--- src/rtl/core_ctrl_pkg.sv ---
// Shared encodings for the multicycle RV32 core control path: FSM states, opcodes,
// and the ALUOp / ALUSrcB / PCSource select values that the datapath and ALU decoder agree on.
package core_ctrl_pkg;

  localparam logic [3:0] StFetch    = 4'd0;
  localparam logic [3:0] StDecode   = 4'd1;
  localparam logic [3:0] StMemAddr  = 4'd2;
  localparam logic [3:0] StMemRead  = 4'd3;
  localparam logic [3:0] StMemWrite = 4'd4;
  localparam logic [3:0] StMemWb    = 4'd5;
  localparam logic [3:0] StExecR    = 4'd6;
  localparam logic [3:0] StAluWb    = 4'd7;
  localparam logic [3:0] StBranch   = 4'd8;
  localparam logic [3:0] StTrap     = 4'd9;

  localparam logic [6:0] OP_LOAD   = 7'b0000011;
  localparam logic [6:0] OP_STORE  = 7'b0100011;
  localparam logic [6:0] OP_RTYPE  = 7'b0110011;
  localparam logic [6:0] OP_BRANCH = 7'b1100011;

  localparam logic [1:0] ALUOP_ADD   = 2'b00;
  localparam logic [1:0] ALUOP_SUB   = 2'b01;
  localparam logic [1:0] ALUOP_FUNCT = 2'b10;

  localparam logic [1:0] SRCB_REG  = 2'b00;
  localparam logic [1:0] SRCB_FOUR = 2'b01;
  localparam logic [1:0] SRCB_IMM  = 2'b10;

  localparam logic PCSRC_ALU    = 1'b0;
  localparam logic PCSRC_ALUOUT = 1'b1;

  // Dispatch target out of DECODE; anything unsupported traps.
  function automatic logic [3:0] decode_next(input logic [6:0] op);
    case (op)
      OP_LOAD, OP_STORE: decode_next = StMemAddr;
      OP_RTYPE:          decode_next = StExecR;
      OP_BRANCH:         decode_next = StBranch;
      default:           decode_next = StTrap;
    endcase
  endfunction

endpackage

--- src/rtl/multicycle_main_control.sv ---
// Main control FSM of the multicycle RV32 core: sequences fetch/decode/execute/memory/writeback
// and drives every datapath select and write strobe, plus the retire counter and sticky trap flag.
module multicycle_main_control
  import core_ctrl_pkg::*;
#(
  parameter int unsigned INSTRET_W = 32,
  parameter bit          WAIT_MEM  = 1'b1
) (
  input  logic                 clk,
  input  logic                 reset,
  input  logic [6:0]           opcode,
  input  logic                 zero,
  input  logic                 mem_ready,
  output logic                 PCWrite,
  output logic                 PCWriteCond,
  output logic                 IorD,
  output logic                 MemRead,
  output logic                 MemWrite,
  output logic                 IRWrite,
  output logic                 MemtoReg,
  output logic                 RegWrite,
  output logic                 ALUSrcA,
  output logic [1:0]           ALUSrcB,
  output logic [1:0]           ALUOp,
  output logic                 PCSource,
  output logic                 illegal_op,
  output logic [INSTRET_W-1:0] instret
);

  localparam logic [INSTRET_W-1:0] InstretOne = INSTRET_W'(1);

  logic [3:0]           state_q, state_d;
  logic [INSTRET_W-1:0] instret_q;
  logic                 illegal_op_q;
  logic                 retire;
  logic                 ready;

  // The branch compare is applied outside, via PCWriteCond, so zero is not needed here.
  logic unused_zero;
  assign unused_zero = zero;

  assign ready = WAIT_MEM ? mem_ready : 1'b1;

  always_comb begin
    state_d = state_q;
    retire  = 1'b0;
    case (state_q)
      StFetch:    if (ready) state_d = StDecode;
      StDecode:   state_d = decode_next(opcode);
      StMemAddr:  state_d = (opcode == OP_STORE) ? StMemWrite : StMemRead;
      StMemRead:  if (ready) state_d = StMemWb;
      StMemWrite: begin
        if (ready) begin
          state_d = StFetch;
          retire  = 1'b1;
        end
      end
      StMemWb, StAluWb, StBranch: begin
        state_d = StFetch;
        retire  = 1'b1;
      end
      StExecR:    state_d = StAluWb;
      StTrap:     state_d = StTrap;
      default:    state_d = StFetch;
    endcase
  end

  always_comb begin
    PCWrite     = 1'b0;
    PCWriteCond = 1'b0;
    IorD        = 1'b0;
    MemRead     = 1'b0;
    MemWrite    = 1'b0;
    IRWrite     = 1'b0;
    MemtoReg    = 1'b0;
    RegWrite    = 1'b0;
    ALUSrcA     = 1'b0;
    ALUSrcB     = SRCB_REG;
    ALUOp       = ALUOP_ADD;
    PCSource    = PCSRC_ALU;
    case (state_q)
      StFetch: begin
        MemRead = 1'b1;
        ALUSrcB = SRCB_FOUR;
        IRWrite = ready;
        PCWrite = ready;
      end
      StDecode:   ALUSrcB = SRCB_IMM;
      StMemAddr: begin
        ALUSrcA = 1'b1;
        ALUSrcB = SRCB_IMM;
      end
      StMemRead: begin
        MemRead = 1'b1;
        IorD    = 1'b1;
      end
      StMemWrite: begin
        MemWrite = 1'b1;
        IorD     = 1'b1;
      end
      StMemWb: begin
        RegWrite = 1'b1;
        MemtoReg = 1'b1;
      end
      StExecR: begin
        ALUSrcA = 1'b1;
        ALUOp   = ALUOP_FUNCT;
      end
      StAluWb:    RegWrite = 1'b1;
      StBranch: begin
        ALUSrcA     = 1'b1;
        ALUOp       = ALUOP_SUB;
        PCWriteCond = 1'b1;
        PCSource    = PCSRC_ALUOUT;
      end
      default: ;
    endcase
    // An abandoned instruction must not commit anything in the reset cycle.
    if (reset) begin
      PCWrite     = 1'b0;
      PCWriteCond = 1'b0;
      MemRead     = 1'b0;
      MemWrite    = 1'b0;
      IRWrite     = 1'b0;
      RegWrite    = 1'b0;
    end
  end

  always_ff @(posedge clk) begin
    if (reset) begin
      state_q      <= StFetch;
      instret_q    <= '0;
      illegal_op_q <= 1'b0;
    end else begin
      state_q <= state_d;
      if (retire) instret_q <= instret_q + InstretOne;
      if (state_d == StTrap) illegal_op_q <= 1'b1;
    end
  end

  assign illegal_op = illegal_op_q;
  assign instret    = instret_q;

endmodule

--- config.mk ---
export PLATFORM = sky130hd
export DESIGN_NAME = multicycle_main_control
export DESIGN_NICKNAME = d
export VERILOG_FILES = /design/src/rtl/core_ctrl_pkg.sv /design/src/rtl/multicycle_main_control.sv
export SDC_FILE = /design/constraint.sdc
export NUM_CORES = 1
export LEC_CHECK = 0
export ABC_AREA = 0
export CORE_MARGIN = 2
export CORE_UTILIZATION = 52
export DETAILED_ROUTE_END_ITERATION = 10
export PLACE_DENSITY_LB_ADDON = 0.05
export SYNTH_ARGS = -nofsm -noshare
export SYNTH_HDL_FRONTEND = slang
export SYNTH_SLANG_ARGS = --single-unit
--- constraint.sdc ---
create_clock -name clk -period 3.9 [get_ports clk]
set_input_delay 0.78 -clock clk [delete_from_list [all_inputs] [get_ports clk]]
set_output_delay 0.78 -clock clk [all_outputs]
set_load 0.01 [all_outputs]
Word-level counts from Yosys, hierarchy flattened
Index checks and enable logic that the tools add are counted.

cells by class
  equal/unequal tests = 14
  mux-type cells = 23
  reduce and logical (&&, ||, !) cells = 8
  $add $sub $neg = 1

operators by type and width
  cell                                                                   count
  32-bit by 1-bit adder with 32-bit output, second input constant        1
  4-bit one-hot mux with 7 select lines                                  1
  4-bit by 3-bit equality test with 1-bit output, second input constant  4
  7-bit by 6-bit equality test with 1-bit output, second input constant  2
  1-bit 2-to-1 mux                                                       14
  4-bit equality test, second input constant                             3
  4-bit 2-to-1 mux                                                       3
  4-bit one-hot mux with 3 select lines                                  1
  2-bit OR reduction                                                     5
  4-bit by 2-bit equality test with 1-bit output, second input constant  2
  2-bit one-hot mux with 2 select lines                                  2
  7-bit by 2-bit equality test with 1-bit output, second input constant  1
  7-bit equality test, second input constant                             1
  3-bit OR reduction                                                     2
  4-bit by 1-bit equality test with 1-bit output, second input constant  1
  4-bit zero test                                                        1
  3-bit 2-to-1 mux                                                       1
  1-bit one-hot mux with 2 select lines                                  1

word-level totals
  output and inout port bits = 47
  word-level logic and storage cells = 49
  flip-flop bits (word level) = 37

Depth between registers and ports, before layout
  depth after elaboration = 5
  mapped depth = 6

Worst setup path before layout
No wires, ideal clock.

  kind = input to output
  start = input reset
  end = output PCWrite
  data required time = 3120 ps
  stages = 4
  buffers on the path = 3
  arrival time = 1876 ps
  slack = 1244 ps
  cells stage by stage = clkbuf_1 > clkbuf_1 > nor4_1 > buf_4

on the way
  word-level cells in the longest chain between the ends = 1

ends and longest elaborated chain
  item                line                           text
  start: declaration  multicycle_main_control.sv:10  input logic reset,
  1-bit 2-to-1 mux    n/a
  end: declaration    multicycle_main_control.sv:14  output logic PCWrite,

No other way between the ends.

Worst setup path after layout
  start = input reset
  end = output RegWrite

on the way
  word-level cells in the longest chain between the ends = 1

ends and longest elaborated chain
  item              line                            text
  1-bit 2-to-1 mux  multicycle_main_control.sv:119  if (reset) begin
  end: declaration  multicycle_main_control.sv:21   output logic RegWrite,

No other way between the ends.

==> summary.txt <==
Core Area = 3940 sq um
Routed via count = 2086
Share of layout cells above drive strength 1 = 7.26%
Global-route met1 utilization = 29.1%
Slew HR = 33.9%
Critical Path Start = reset
Final period utilization = 78.8%
Post-DP HPWL = 3.35 mm
Final cell area excluding filler cells = 2760 sq um
Antenna cells = 0
# Post-CTS Setup Buffers = 0
Final hold slack = 469 ps
Rows = 23
Crit-path cells = clkdlybuf4s50_1 > buf_4 > nor2b_1 > clkdlybuf4s50_1
Worst Path Required = 3120 ps
Worst path slowest cell = clkdlybuf4s50_1
Initial Utilization = 53.5%
Final Hold Fails = 0
Crit path DAT = 2290 ps
Peak VDD IR = 0.254 mV
Non-filler cells, final = 353
Maximum clock frequency = 325 MHz
WS Path Type = primary input to output pin
Die height = 67.7 um
CTS sink cnt = 37
Hold Crit Start = illegal_op
All-Layer GR Usage = 21.8%
Cell Area, Placed = 2670 sq um
Crit path capture type = output pin
Outcome = finished, final reports clean
I/O Buffers = 56
Max cap viols = 0
Vias per Instance = 5.91
Cell variety after synth = 44
P&R area growth vs syn = 30.8%
Leading area contributor after synthesis = dfxtp_1
Die Wd = 67.7 um
Synth Net Count = 267
Cell Area, Synth = 2110 sq um
Count leader, synth = dfxtp_1
Final Max Tran Viols = 0
Seq cells post-synth = 37
Post-synth top cells = dfxtp_1 (37), a21oi_1 (25), nor2_1 (19)
Synth area leaders = dfxtp_1 (35%), a21oi_1 (5.9%), o31ai_1 (4.6%), or4_1 (4.6%), mux2_2 (4.3%)
CP max stage delay = 600 ps
Hold Crit Class = flip-flop to flip-flop
Cts repair resizes = 0
CTS tree = yes
Nets = 315
Syn avg cell area = 8.27 sq um
IO Count = 58
CTS Buf Count = 5
Vias in the first global route = 1688
Met2 Usage GRT = 34.2%
Initial antenna violation count = 0
GRT overflow = 0
Worst-Skew Late Latency = 290 ps
Filler instances = 341
DRC Markers = 0
PwrDens = 285 nW/um^2
RePlAce Congestion = 0.881
Post-Route Utilization = 70.0%
Number of synthesized flops with an enable pin = 0
Worst slew pin tran = 976 ps
Iter 0 DRT Violations = 110
Critical Path Fanout Max = 28
Skew final = 3.78 ps
Static Leak = 0.898 nW
Synth warn = 0
RSZ-0062 raised after global routing = no
Hold_buf cts = 0
H-tree Lvls = 2
RR Startpoint = state_q[3]
Worst Path Buf+Inv = 3
Dominant synthesized flop cell = dfxtp_1
Number of instances in the placed design = 346
DR pass1 iterations = 4
Seq. cell area = 741 sq um
Routed Antenna Nets = 0
Clock transition at the registers of the reported paths = 70 ps
Die area = 4580 sq um
Final TNS setup = 0 ps
Root Buffer = clkbuf_8
Mapped Cells = 255
GR Layer Usage met3 = 4.67%
Routed len/inst = 13.7 um
Top Usage Layer GRT = met2
DRT Wirelength = 4.84 mm
Power Total = 0.785 mW
Place WS = 819 ps
Pin count of the biggest net entering global routing = 35
Multi-input logic area = 1270 sq um
Startpoint types = primary input
Min Tclk post-route = 3070 ps
First-pass GRT wire length = 7.60 mm
Post-synth top area share = 35.1%
Async SR Flop Fraction = 0%
Worst setup margin = 828 ps
Delay-heaviest family, CP = buffers and inverters
Seq/Total Area, Yosys = 35.1%
Clk buf depth = 2
Top cell by count, worst path = clkdlybuf4s50_1
Endpoints failing setup = 0
-- flip-flops by register name (all words and copies together), names as in the netlist --
name and cells:
instret 32, state_q 4, illegal_op 1
-- cell families after synthesis --
group | after synthesis | share of synthesized area (%)
xor+xnor | 3 | 1.25
simple gates | 123 | 35.5
mux | 11 | 5.69
fa+ha+maj | 1 | 0.593
buf+inv | 22 | 4.63
compound gates | 58 | 17.3
flops | 37 | 35.1
-- cells in the final DEF, fill, tap and decap left out, drive strengths merged, types with 2 or more instances in the layout --
master / Yosys / routed
clkdlybuf4s50: 0 / 56
dfxtp: 37 / 37
a21oi: 25 / 25
nor2: 19 / 19
nor2b: 13 / 13
o31ai: 13 / 13
or4: 13 / 13
nand3: 12 / 12
nor4: 11 / 11
nand2: 10 / 10
or3: 10 / 10
nand4: 9 / 9
o21ai: 9 / 9
nand2b: 8 / 8
mux2: 8 / 8
clkbuf: 9 / 7
inv: 4 / 4
and4: 4 / 4
mux2i: 3 / 3
and3: 3 / 3
a211o: 3 / 3
o41ai: 3 / 3
buf: 9 / 3
xor2: 2 / 2
nor4b: 2 / 2
nor3: 2 / 2
-- worst paths after layout --
check	slack (ps)	to	cells past startpoint
worst max register to register	1660	instret[27]	5
worst max-delay path	830	RegWrite	4
worst min register to register	470	illegal_op	2
worst min-delay path	470	illegal_op	2
-- layer usage --
| layer | vias up | wire, um |
|---|---|---|
| li1 | 1065 | - |
| met1 | 967 | 2210 |
| met2 | 45 | 2300 |
| met3 | 9 | 261 |
| met4 | 0 | 79 |
| met5 | - | 0 |
-- report_power, final --
part           switching, mW  total, mW  internal, mW
Sequential            0.0160      0.400         0.384
Clock                  0.131      0.271         0.140
Combinational         0.0555      0.114        0.0589
-- area by class of cell --
type | instances | area share (%)
Tap cell | 50 | 2.27
Multi-Input combinational cell | 196 | 46.1
Sequential cell | 37 | 26.8
Timing Repair Buffer | 59 | 21.1
Inverter | 4 | 0.544
Clock buffer | 7 | 3.13
-- worst register-to-register path, stage by stage, from the launching register on --
cell     delay, ps
dfxtp_1        620
nor4b_4        430
nor3_2          90
buf_4          240
nor4b_1        390
mux2_2         370
Power figures use the tool's default switching activity.
